<file path="src/rtl/alu_arbiter.sv">
// Two-port round-robin arbiter in front of a shared combinational ALU.
// The granted request's ALU result is captured into a one-entry response register tagged with the requester ID.
module alu_arbiter #(
    parameter int CNT_W = 16
) (
    input  logic             clk,
    input  logic             rst,
    input  logic             req0_valid,
    output logic             req0_ready,
    input  logic [31:0]      req0_op1,
    input  logic [31:0]      req0_op2,
    input  logic [3:0]       req0_ctrl,
    input  logic             req1_valid,
    output logic             req1_ready,
    input  logic [31:0]      req1_op1,
    input  logic [31:0]      req1_op2,
    input  logic [3:0]       req1_ctrl,
    output logic [31:0]      alu_op1,
    output logic [31:0]      alu_op2,
    output logic [3:0]       alu_ctrl,
    input  logic [31:0]      alu_out,
    output logic             rsp_valid,
    input  logic             rsp_ready,
    output logic             rsp_id,
    output logic [31:0]      rsp_data,
    output logic [CNT_W-1:0] gnt_cnt0,
    output logic [CNT_W-1:0] gnt_cnt1
);

    // Handshakes: a transfer happens on a rising edge where valid && ready.
    // Ready may depend on the other port's valid; valid must never depend on ready.
    logic last_grant;
    logic sel_valid;
    logic sel_id;
    logic can_accept;
    logic accept;

    always_comb begin
        sel_valid = req0_valid || req1_valid;
        sel_id    = 1'b0;
        if (req0_valid && req1_valid) begin
            sel_id = ~last_grant;
        end else if (req1_valid) begin
            sel_id = 1'b1;
        end
    end

    // The response register is free if empty or being drained this cycle.
    assign can_accept = (!rsp_valid || rsp_ready) && !rst;
    assign req0_ready = can_accept && sel_valid && !sel_id;
    assign req1_ready = can_accept && sel_valid && sel_id;
    assign accept     = req0_ready || req1_ready;

    always_comb begin
        alu_op1  = 32'd0;
        alu_op2  = 32'd0;
        alu_ctrl = 4'b1111;
        if (sel_valid) begin
            if (sel_id) begin
                alu_op1  = req1_op1;
                alu_op2  = req1_op2;
                alu_ctrl = req1_ctrl;
            end else begin
                alu_op1  = req0_op1;
                alu_op2  = req0_op2;
                alu_ctrl = req0_ctrl;
            end
        end
    end

    always_ff @(posedge clk or posedge rst) begin
        if (rst) begin
            rsp_valid  <= 1'b0;
            rsp_id     <= 1'b0;
            rsp_data   <= 32'd0;
            last_grant <= 1'b1;
            gnt_cnt0   <= '0;
            gnt_cnt1   <= '0;
        end else if (accept) begin
            rsp_valid  <= 1'b1;
            rsp_id     <= sel_id;
            rsp_data   <= alu_out;
            last_grant <= sel_id;
            if (!sel_id && gnt_cnt0 != '1) begin
                gnt_cnt0 <= gnt_cnt0 + 1'b1;
            end
            if (sel_id && gnt_cnt1 != '1) begin
                gnt_cnt1 <= gnt_cnt1 + 1'b1;
            end
        end else if (rsp_valid && rsp_ready) begin
            rsp_valid <= 1'b0;
        end
    end

endmodule

</file>
<file path="config.mk">
export PLATFORM = sky130hd
export DESIGN_NAME = alu_arbiter
export DESIGN_NICKNAME = d
export VERILOG_FILES = /design/src/rtl/alu_arbiter.sv
export SDC_FILE = /design/constraint.sdc
export NUM_CORES = 1
export LEC_CHECK = 0
export BUFFER_PORTS_ARGS = -buffer_cell sky130_fd_sc_hd__buf_2
export CORE_AREA = 2 2 119 121
export CTS_BUF_LIST = sky130_fd_sc_hd__clkbuf_4
export DETAILED_ROUTE_END_ITERATION = 16
export DIE_AREA = 0 0 121 123
export PLACE_DENSITY = 0.63
export SLEW_MARGIN = 20
export SYNTH_ARGS = -nofsm -noshare
export SYNTH_HDL_FRONTEND = slang
export SYNTH_SLANG_ARGS = --single-unit
</file>
<file path="constraint.sdc">
create_clock -name clk -period 5.9 [get_ports clk]
set_input_delay 1.18 -clock clk [delete_from_list [all_inputs] [get_ports clk]]
set_output_delay 1.18 -clock clk [all_outputs]
set_load 0.01 [all_outputs]
</file>
==> flow_metrics.env, run 1 <==
export IMPL_internal_power_mw=0.8535
export IMPL_critPathLaunchType="primary input"
export IMPL_p_leak_nw=3.257
export IMPL_rsz0062_at_grt="false"
export IMPL_relSlewSlack_pct=58.02
export IMPL_clk_pin_slew_ns=0.12
export IMPL_synth_avg_cell_area_um2=8.535
export IMPL_endpoint_kind="output port"
export IMPL_cp_max_fo=43
export IMPL_antenna_cells=0
export IMPL_fin_skew_ns=0.02605
export IMPL_synth_warnings=0
export IMPL_cts_root_buf="clkbuf_4"
export IMPL_synthCells=453
export IMPL_synth_seq_area_share_pct=43.40
export IMPL_ctsResizeCount=0
export IMPL_layout_nets=927
export IMPL_min_path_type="flop to flop"
export IMPL_cp_common_cell="buf_2"
export IMPL_fin_util_pct=41.90
export IMPL_holdWs_ns=0.4991
export IMPL_drt_iter0_drc=244
export IMPL_worstSetupPathType="primary input to output port"
export IMPL_gp_congestion=0.7595
export IMPL_ir_drop_v=0.0001598
export IMPL_synthDistinctLibCells=40
export IMPL_synth_common_cells="nand2_1, nand3_1, dfrtp_1"
export IMPL_die_area_um2=14880
export IMPL_synth_seq_cells=67
export IMPL_syn2layout_area_growth_pct=47.51
export IMPL_holdBufCountCts=0
export IMPL_fin_crit_ns=4.090
export IMPL_fillers=1412
export IMPL_status="finished, final reports clean"
export IMPL_final_hold_viol_count=0
export IMPL_cts_sinks=67
export IMPL_regArea_um2=1678
export IMPL_cts_buffers=9
export IMPL_gr_total_overflow=0
export IMPL_cts_setup_buffers=0
export IMPL_grt_pass1_vias=3845
export IMPL_cp_arrival_ns=2.91
export IMPL_die_x_um=121
export IMPL_die_h_um=123
export IMPL_pwr_share_comb_pct=35.3
export IMPL_firstDrtPassIters=4
export IMPL_dp_final_hpwl_um=11270
export IMPL_max_freq_ghz=0.2445
export IMPL_grt_pass1_wl_um=20390
export IMPL_ys_async_sr_fraction_pct=100.0
export IMPL_power_density_nw_per_um2=240.6
export IMPL_start_util_pct=28.40
export IMPL_maxCapViolCount=0
export IMPL_worst_pin_slew_ns=0.6281
export IMPL_finalSetupTns_ns=0
export IMPL_vias_per_cell=4.692
export IMPL_finalNonFillerCells=936
export IMPL_drv_slew=0
export IMPL_ant_nets=0
export IMPL_synth_area_leaders="dfrtp_1, nand2_1, nand3_1, mux2_2, xor2_1"
export IMPL_setup_viol=0
export IMPL_cp_required_ns=4.72
export IMPL_total_power_mw=1.372
export IMPL_synth_most_common_cell="nand2_1"
export IMPL_cts_tree="built"
export IMPL_cp_startpoint="req0_valid"
export IMPL_swShare_pct=37.79
export IMPL_cts_buffer_depth=2
export IMPL_htree_levels=3
export IMPL_worstPathCellList="buf_2, a21bo_2, buf_4, nand3_1, nand2_1, buf_2"
export IMPL_routed_wl_um=14280
export IMPL_multi_input_area_um2=2073
export IMPL_hold_start="rsp_data[8]"
export IMPL_r2r_start="last_grant"
export IMPL_clock_latency_ns=0.42
export IMPL_p_sw_mw=0.5185
export IMPL_netlist_area_leader_share_pct=42.72
export IMPL_drive_above_1_share_pct=48.41
export IMPL_port_buffers=308
export IMPL_synth_nets=628
export IMPL_synthFlopType="dfrtp_1"
export IMPL_core_um2=13610
export IMPL_crit_path_top_delay_cell="a21bo_2"
export IMPL_netlist_area_um2=3866
export IMPL_synth_edff_count=0
export IMPL_cpPeakStageDelay_ns=0.54
export IMPL_rows=43
export IMPL_num_io_pins=309
export IMPL_yosysTopAreaCell="dfrtp_1"
export IMPL_track_usage_pct=17.57
export IMPL_antenna_found_initial=1
export IMPL_fin_crit_sh_pct=69.31
export IMPL_num_vias=4392
export IMPL_seq_power_share_pct=45.5
export IMPL_wl_per_cell_um=15.26
export IMPL_remaining_drc_errors=0
export IMPL_dp_cells=921
export IMPL_pwr_share_clk_pct=19.2
export IMPL_grt_max_degree=51
power by group through the flow:
stage | clock, mW | combinational [mW] | sequential (mW)
2_1_floorplan | 0 | 0.218 | 0.662
3_3_place_gp | 0 | 0.487 | 0.631
3_5_place_dp | 0 | 0.490 | 0.632
4_1_cts | 0.276 | 0.491 | 0.625
5_1_grt | 0.293 | 0.535 | 0.639
6_report | 0.263 | 0.485 | 0.624
layout make-up:
type                            count  area share, %
Clock buffer                        9          1.185
Clock inverter                      6         0.7459
Timing Repair Buffer              315          27.95
Tap cell                          180          3.949
Multi-Input combinational cell    353          36.35
Inverter                            6         0.3949
Sequential cell                    67          29.42
registers in the layout, indices dropped and copies added (netlist names):
| signal | flops |
|---|---|
| gnt_cnt1 | 16 |
| gnt_cnt0 | 16 |
| rsp_data | 32 |
| rsp_id | 1 |
| last_grant | 1 |
| rsp_valid | 1 |
placed cells by master, fill, tap and decap left out, drive strengths merged, types with 3 or more instances in the layout:
cell,netlist,routed
buf,9,315
nand2,140,140
nand3,77,77
dfrtp,66,66
mux2,35,35
xor2,26,26
nor4,16,16
nand4,9,9
nor3,9,9
clkbuf,18,9
inv,6,7
nor2,6,6
o21ai,4,4
o22a,4,4
clkinv,0,3
critical path: cells and delay by family:
family	cells	cell delay, ns
buffers and inverters	3	0.92
AOI/OAI and AO/OA	1	0.54
and+or+nand+nor	2	0.23
path summary, 6_finish.rpt:
| kind | end | slack [ns] | cells past startpoint |
|---|---|---|---|
| max in group asynchronous | gnt_cnt1[12] | 4.08 | 3 |
| setup reg to reg | gnt_cnt1[8] | 3.90 | 5 |
| min in group asynchronous | gnt_cnt0[15] | 0.86 | 2 |
| hold / removal | rsp_data[8] | 0.50 | 1 |
| hold reg to reg | rsp_data[8] | 0.50 | 1 |
| setup / recovery | alu_op2[29] | 1.81 | 6 |
cells by family after synthesis:
kind of cell / count (synthesis) / share of synthesized area [%]
muxes: 35 / 10.19
DFF: 67 / 43.40
and+or+nand+nor: 271 / 32.78
AOI/OAI and AO/OA: 18 / 3.527
adders and majority gates: 2 / 0.6471
xor gates and xnor gates: 27 / 6.117
buffers and inverters: 33 / 3.333
routing by layer:
| layer | share of wire (%) | global-route usage [%] |
|---|---|---|
| met1 | 40 | 21.35 |
| met2 | 51 | 31.07 |
| met3 | 7.6 | 4.382 |
| met4 | 1.3 | 4.578 |
| met5 | 0.091 | 0 |
metrics by stage:
stage               worst slack, ns  instance area (um2)
floorplan                     1.152                 3866
global placement              1.836                 5593
detailed placement            1.823                 5593
CTS                           1.821                 5703
global route                  1.650                 5703
finish                        1.810                 5703
Power figures use the tool's default switching activity.
==> run 2, diff against run 1 <==
==> constraint.sdc (replaced) <==
create_clock -name clk -period 4.2 [get_ports clk]
set_input_delay 0.84 -clock clk [delete_from_list [all_inputs] [get_ports clk]]
set_output_delay 0.84 -clock clk [all_outputs]
set_load 0.01 [all_outputs]
==> run 2 against run 1 <==
Effect of this change:
- clock power grew 96%
- largest power group unchanged
- critical path depth decreased by 1
- largest cell class unchanged
- critical path type is now flop to output port
- worst setup slack worse by 0.72 ns
- sequential share of layout area is 0.48 points lower
- clock skew shrank 0.013 ns
- highest routed layer unchanged
==> flow_metrics.env, run 2 (synthesized netlist as in run 1, its figures left out) <==
export IMPL_status="finished, final reports clean"
export IMPL_drv_slew=0
export IMPL_cts_setup_buffers=0
export IMPL_final_common_cell="buf_2"
export IMPL_largest_reg_flops=32
export IMPL_total_power_mw=2.077
export IMPL_wl_per_cell_um=14.98
export IMPL_cpPeakStageDelay_ns=0.62
export IMPL_syn2layout_area_growth_pct=49.97
export IMPL_regMostFlops="rsp_data"
export IMPL_gr_total_overflow=0
export IMPL_dp_final_hpwl_um=11110
export IMPL_rows=43
export IMPL_crit_end="alu_op1[11]"
export IMPL_gp_congestion=0.7699
export IMPL_cts_buffer_depth=2
export IMPL_cts_tree="built"
export IMPL_clk_pin_slew_ns=0.12
export IMPL_cp_startpoint="last_grant"
export IMPL_final_hold_viol_count=0
export IMPL_firstDrtPassIters=5
export IMPL_min_path_type="primary input to asynchronous set/reset pin"
export IMPL_cp_max_fo=40
export IMPL_ctsResizeCount=0
export IMPL_track_usage_pct=17.43
export IMPL_grt_max_degree=65
export IMPL_core_um2=13610
export IMPL_worstPathCellList="a21bo_2, buf_12, nand3_1, nand2_1, buf_2"
export IMPL_endpoint_kind="output port"
export IMPL_grt_pass1_vias=3932
export IMPL_htree_levels=3
export IMPL_drt_iter0_drc=146
export IMPL_antenna_found_initial=2
export IMPL_top_regs="rsp_data: 32 flops, gnt_cnt0: 16 flops, gnt_cnt1: 16 flops"
export IMPL_max_freq_ghz=0.3220
export IMPL_ant_nets=0
export IMPL_num_io_pins=309
export IMPL_worst_pin_slew_ns=0.6754
export IMPL_cts_root_buf="clkbuf_4"
export IMPL_die_h_um=123
export IMPL_grt_pass1_wl_um=20200
export IMPL_cp_required_ns=3.36
export IMPL_worstSetupPathType="flop to output port"
export IMPL_die_x_um=121
export IMPL_die_area_um2=14880
export IMPL_fillers=1416
export IMPL_cts_sinks=67
export IMPL_cts_buffers=9
export IMPL_fin_crit_sh_pct=73.95
export IMPL_rsz0062_at_grt="false"
export IMPL_remaining_drc_errors=0
export IMPL_finish_instance_area_um2=5798
export IMPL_num_vias=4450
export IMPL_ir_drop_v=0.0003059
export IMPL_setup_viol=0
export IMPL_layout_nets=929
export IMPL_drive_above_1_share_pct=48.62
export IMPL_r2r_end="gnt_cnt1[8]"
export IMPL_holdBufCountCts=0
export IMPL_clock_latency_ns=0.43
export IMPL_cp_arrival_ns=2.27
export IMPL_routed_wl_um=14090
export IMPL_r2r_start="last_grant"
export IMPL_start_util_pct=28.40
export IMPL_finalSetupTns_ns=0
export IMPL_relSlewSlack_pct=54.50
export IMPL_fin_crit_ns=3.106
export IMPL_vias_per_cell=4.729
export IMPL_r2r_slack_ns=2.19
export IMPL_critPathLaunchType="flop"
export IMPL_dpl_cell_area_um2=5620
export IMPL_reg2reg_depth=5
export IMPL_p_leak_nw=3.307
export IMPL_port_buffers=308
export IMPL_maxCapViolCount=0
export IMPL_mostFrequentLayoutCells="buf_2, nand2_1, nand3_1"
export IMPL_fin_skew_ns=0.01312
export IMPL_power_density_nw_per_um2=358.2
export IMPL_crit_path_top_delay_cell="dfstp_2"
run 2: cell count changes in the layout (fill, tap and decap cells not counted), moves of 2 or more:
cell and delta:
diode_2 +2, bufinv_16 +2, clkinvlp_4 -2, clkinv_2 -2
run 2: area by class of cell:
| type | instances | area (um2) | share of cell area, % |
|---|---|---|---|
| antenna | 2 | 5.005 | 0.08632 |
| inverter | 6 | 22.52 | 0.3884 |
| sequential | 67 | 1678 | 28.94 |
| clock buffer | 10 | 75.07 | 1.295 |
| multi-input combinational | 353 | 2073 | 35.76 |
| timing repair buffer | 317 | 1622 | 27.97 |
| clock inverter | 6 | 97.59 | 1.683 |
| tap | 180 | 225.2 | 3.884 |
run 2: how the worst min path moves through the flow:
stage                        end  slack [ns]  cells past startpoint    startpoint
finish              gnt_cnt0[15]        0.50                      3           rst
CTS                  rsp_data[1]        0.47                      3           rst
global placement    rsp_data[20]        0.46                      1  rsp_data[20]
detailed placement   rsp_data[9]        0.47                      1   rsp_data[9]
global route         rsp_data[4]        0.50                      3           rst
floorplan             last_grant        0.48                      2    last_grant
run 2: stage by stage:
| stage | instances | setup WS [ns] | util, % | hold WS [ns] |
|---|---|---|---|---|
| 2_1_floorplan | 453 | 0.1325 | - | 0.4780 |
| 6_report | 941 | 1.094 | 42.60 | 0.4964 |
| 3_3_place_gp | 923 | 1.099 | 41.29 | 0.4644 |
| 4_1_cts | 939 | 1.040 | 42.56 | 0.4674 |
| 5_1_grt | 940 | 0.9361 | 42.58 | 0.5030 |
| 3_5_place_dp | 923 | 1.116 | 41.29 | 0.4737 |
run 2: power breakdown:
| group | internal (mW) | leakage [nW] | switching, mW |
|---|---|---|---|
| clock | 0.256 | 0.0931 | 0.258 |
| sequential | 0.763 | 0.820 | 0.112 |
| combinational | 0.321 | 2.39 | 0.367 |
run 2: worst max-delay path, delay by kind of cell (launching register included):
family / cells / cell delay, ns
AOI/OAI and AO/OA: 1 / 0.56
buffers and inverters: 2 / 0.42
DFF: 1 / 0.62
and+or+nand+nor: 2 / 0.23
run 2: routing by layer:
metal  track usage [%]  share of wire [%]  wire (um)
met1             21.07                 39       5535
met2             29.78                 51       7181
met3             5.120                8.4       1190
met4             5.814                1.2        172
met5                 0              0.092         13
==> run 3, diff against run 2 <==
==> constraint.sdc (replaced) <==
create_clock -name clk -period 3.1 [get_ports clk]
set_input_delay 0.62 -clock clk [delete_from_list [all_inputs] [get_ports clk]]
set_output_delay 0.62 -clock clk [all_outputs]
set_load 0.01 [all_outputs]
==> run 3 against run 2 <==
Effect of this change:
- first-iteration DRC count down 14%
- flip-flop and latch count unchanged
- worst setup slack worse by 0.50 ns
- cell area fell by 0.50%
- register-to-register slack got worse by 1.0 ns
- clock power increased by 12%
- die area is the same
- critical endpoint is now alu_op1[26]
==> flow_metrics.env, run 3 (synthesized netlist as in run 1, its figures left out) <==
export IMPL_status="finished, final reports clean"
export IMPL_holdBufCountCts=0
export IMPL_crit_path_top_delay_cell="dfstp_2"
export IMPL_cp_required_ns=2.48
export IMPL_grt_pass1_wl_um=19530
export IMPL_vias_per_cell=4.646
export IMPL_rows=43
export IMPL_cts_setup_buffers=0
export IMPL_top_regs="rsp_data: 32 flops, gnt_cnt0: 16 flops, gnt_cnt1: 16 flops"
export IMPL_finish_instance_area_um2=5769
export IMPL_r2r_slack_ns=1.17
export IMPL_power_density_nw_per_um2=467.8
export IMPL_antenna_cells=0
export IMPL_htree_levels=3
export IMPL_r2r_start="last_grant"
export IMPL_cts_buffers=9
export IMPL_min_path_type="primary input to asynchronous set/reset pin"
export IMPL_finalSetupTns_ns=0
export IMPL_gr_total_overflow=0
export IMPL_track_usage_pct=16.56
export IMPL_remaining_drc_errors=0
export IMPL_cts_buffer_depth=2
export IMPL_relSlewSlack_pct=58.97
export IMPL_grt_use_met2_pct=28.23
export IMPL_mostFrequentLayoutCells="buf_2, nand2_1, nand3_1"
export IMPL_drt_iter0_drc=126
export IMPL_drive_above_1_share_pct=48.61
export IMPL_wl_per_cell_um=14.35
export IMPL_antenna_found_initial=0
export IMPL_final_hold_viol_count=0
export IMPL_fillers=1393
export IMPL_p_leak_nw=3.286
export IMPL_grt_max_degree=70
export IMPL_cts_root_buf="clkbuf_4"
export IMPL_maxCapViolCount=0
export IMPL_dpl_cell_area_um2=5635
export IMPL_clock_latency_ns=0.41
export IMPL_syn2layout_area_growth_pct=49.22
export IMPL_regArea_um2=1678
export IMPL_max_freq_ghz=0.3992
export IMPL_cts_sinks=67
export IMPL_fin_crit_ns=2.505
export IMPL_worstPathCellList="a21bo_2, buf_12, nand3_1, nand2_1, buf_2"
export IMPL_post_place_ws_ns=0.7493
export IMPL_use_met3_pct=4.428
export IMPL_critPathLaunchType="flop"
export IMPL_cp_arrival_ns=1.89
export IMPL_dp_final_hpwl_um=10520
export IMPL_ctsResizeCount=0
export IMPL_gp_congestion=0.7522
export IMPL_path_buf_inv=2
export IMPL_holdWs_ns=0.3274
export IMPL_largest_reg_flops=32
export IMPL_worst_pin_slew_ns=0.6155
export IMPL_cp_max_fo=69
export IMPL_final_common_cell="buf_2"
export IMPL_cts_tree="built"
export IMPL_port_buffers=308
export IMPL_start_util_pct=28.40
export IMPL_endpoint_kind="output port"
export IMPL_core_um2=13610
export IMPL_clk_pin_slew_ns=0.13
export IMPL_worstSetupPathType="flop to output port"
export IMPL_regMostFlops="rsp_data"
export IMPL_drv_slew=0
export IMPL_fin_util_pct=42.38
export IMPL_die_x_um=121
export IMPL_die_h_um=123
export IMPL_use_met1_pct=21.26
export IMPL_layout_nets=928
export IMPL_cpPeakStageDelay_ns=0.63
export IMPL_firstDrtPassIters=5
export IMPL_num_io_pins=309
export IMPL_fin_crit_sh_pct=80.82
export IMPL_finalWorstSetupSlack_ns=0.5947
export IMPL_num_vias=4353
export IMPL_setup_viol=0
export IMPL_ir_drop_v=0.0002732
export IMPL_grt_pass1_vias=3798
export IMPL_fin_skew_ns=0.02261
export IMPL_ant_nets=0
export IMPL_multi_input_area_um2=2079
export IMPL_path_delay_family="flip-flops"
export IMPL_busiest_layer="met2"
export IMPL_cp_startpoint="last_grant"
export IMPL_routed_wl_um=13450
export IMPL_die_area_um2=14880
export IMPL_rsz0062_at_grt="false"
-- run 3: layout make-up --
cell class,instances,share of cell area [%]
clock buffers,9,1.171
inverters,6,0.4554
clock inverters,6,1.149
well taps,180,3.904
flip-flops and latches,67,29.08
repair buffers,316,28.19
multi-input cells,353,36.04
-- run 3: path summary, 6_finish.rpt --
check / depth (start not counted) / endpoint
max: 5 / alu_op1[26]
min: 3 / gnt_cnt1[9]
max reg2reg: 5 / gnt_cnt1[13]
min reg2reg: 1 / gnt_cnt0[7]
max in group asynchronous: 4 / gnt_cnt0[9]
min in group clk: 2 / rsp_data[9]
-- run 3: layer usage --
layer | part of all wire (%) | vias up
li1 | - | 2165
met1 | 41 | 2024
met2 | 50 | 156
met3 | 7.4 | 8
met4 | 0.83 | 0
met5 | 0 | -
-- run 3: power breakdown --
group | switching [mW] | internal, mW | total, mW
Combinational | 0.493 | 0.437 | 0.929
Sequential | 0.156 | 1.03 | 1.19
Clock | 0.335 | 0.245 | 0.579
Total | 0.984 | 1.72 | 2.70
-- run 3: worst min-delay path, cell delays in order --
cell,delay (ns)
buf_2,0.12
clkinvlp_4,0.10
buf_4,0.29
-- run 3: through the flow --
step,cells,total power [mW]
6_report,937,2.699
5_1_grt,937,2.899
4_1_cts,937,2.743
3_5_place_dp,922,2.146
3_3_place_gp,922,2.137
2_1_floorplan,453,1.676
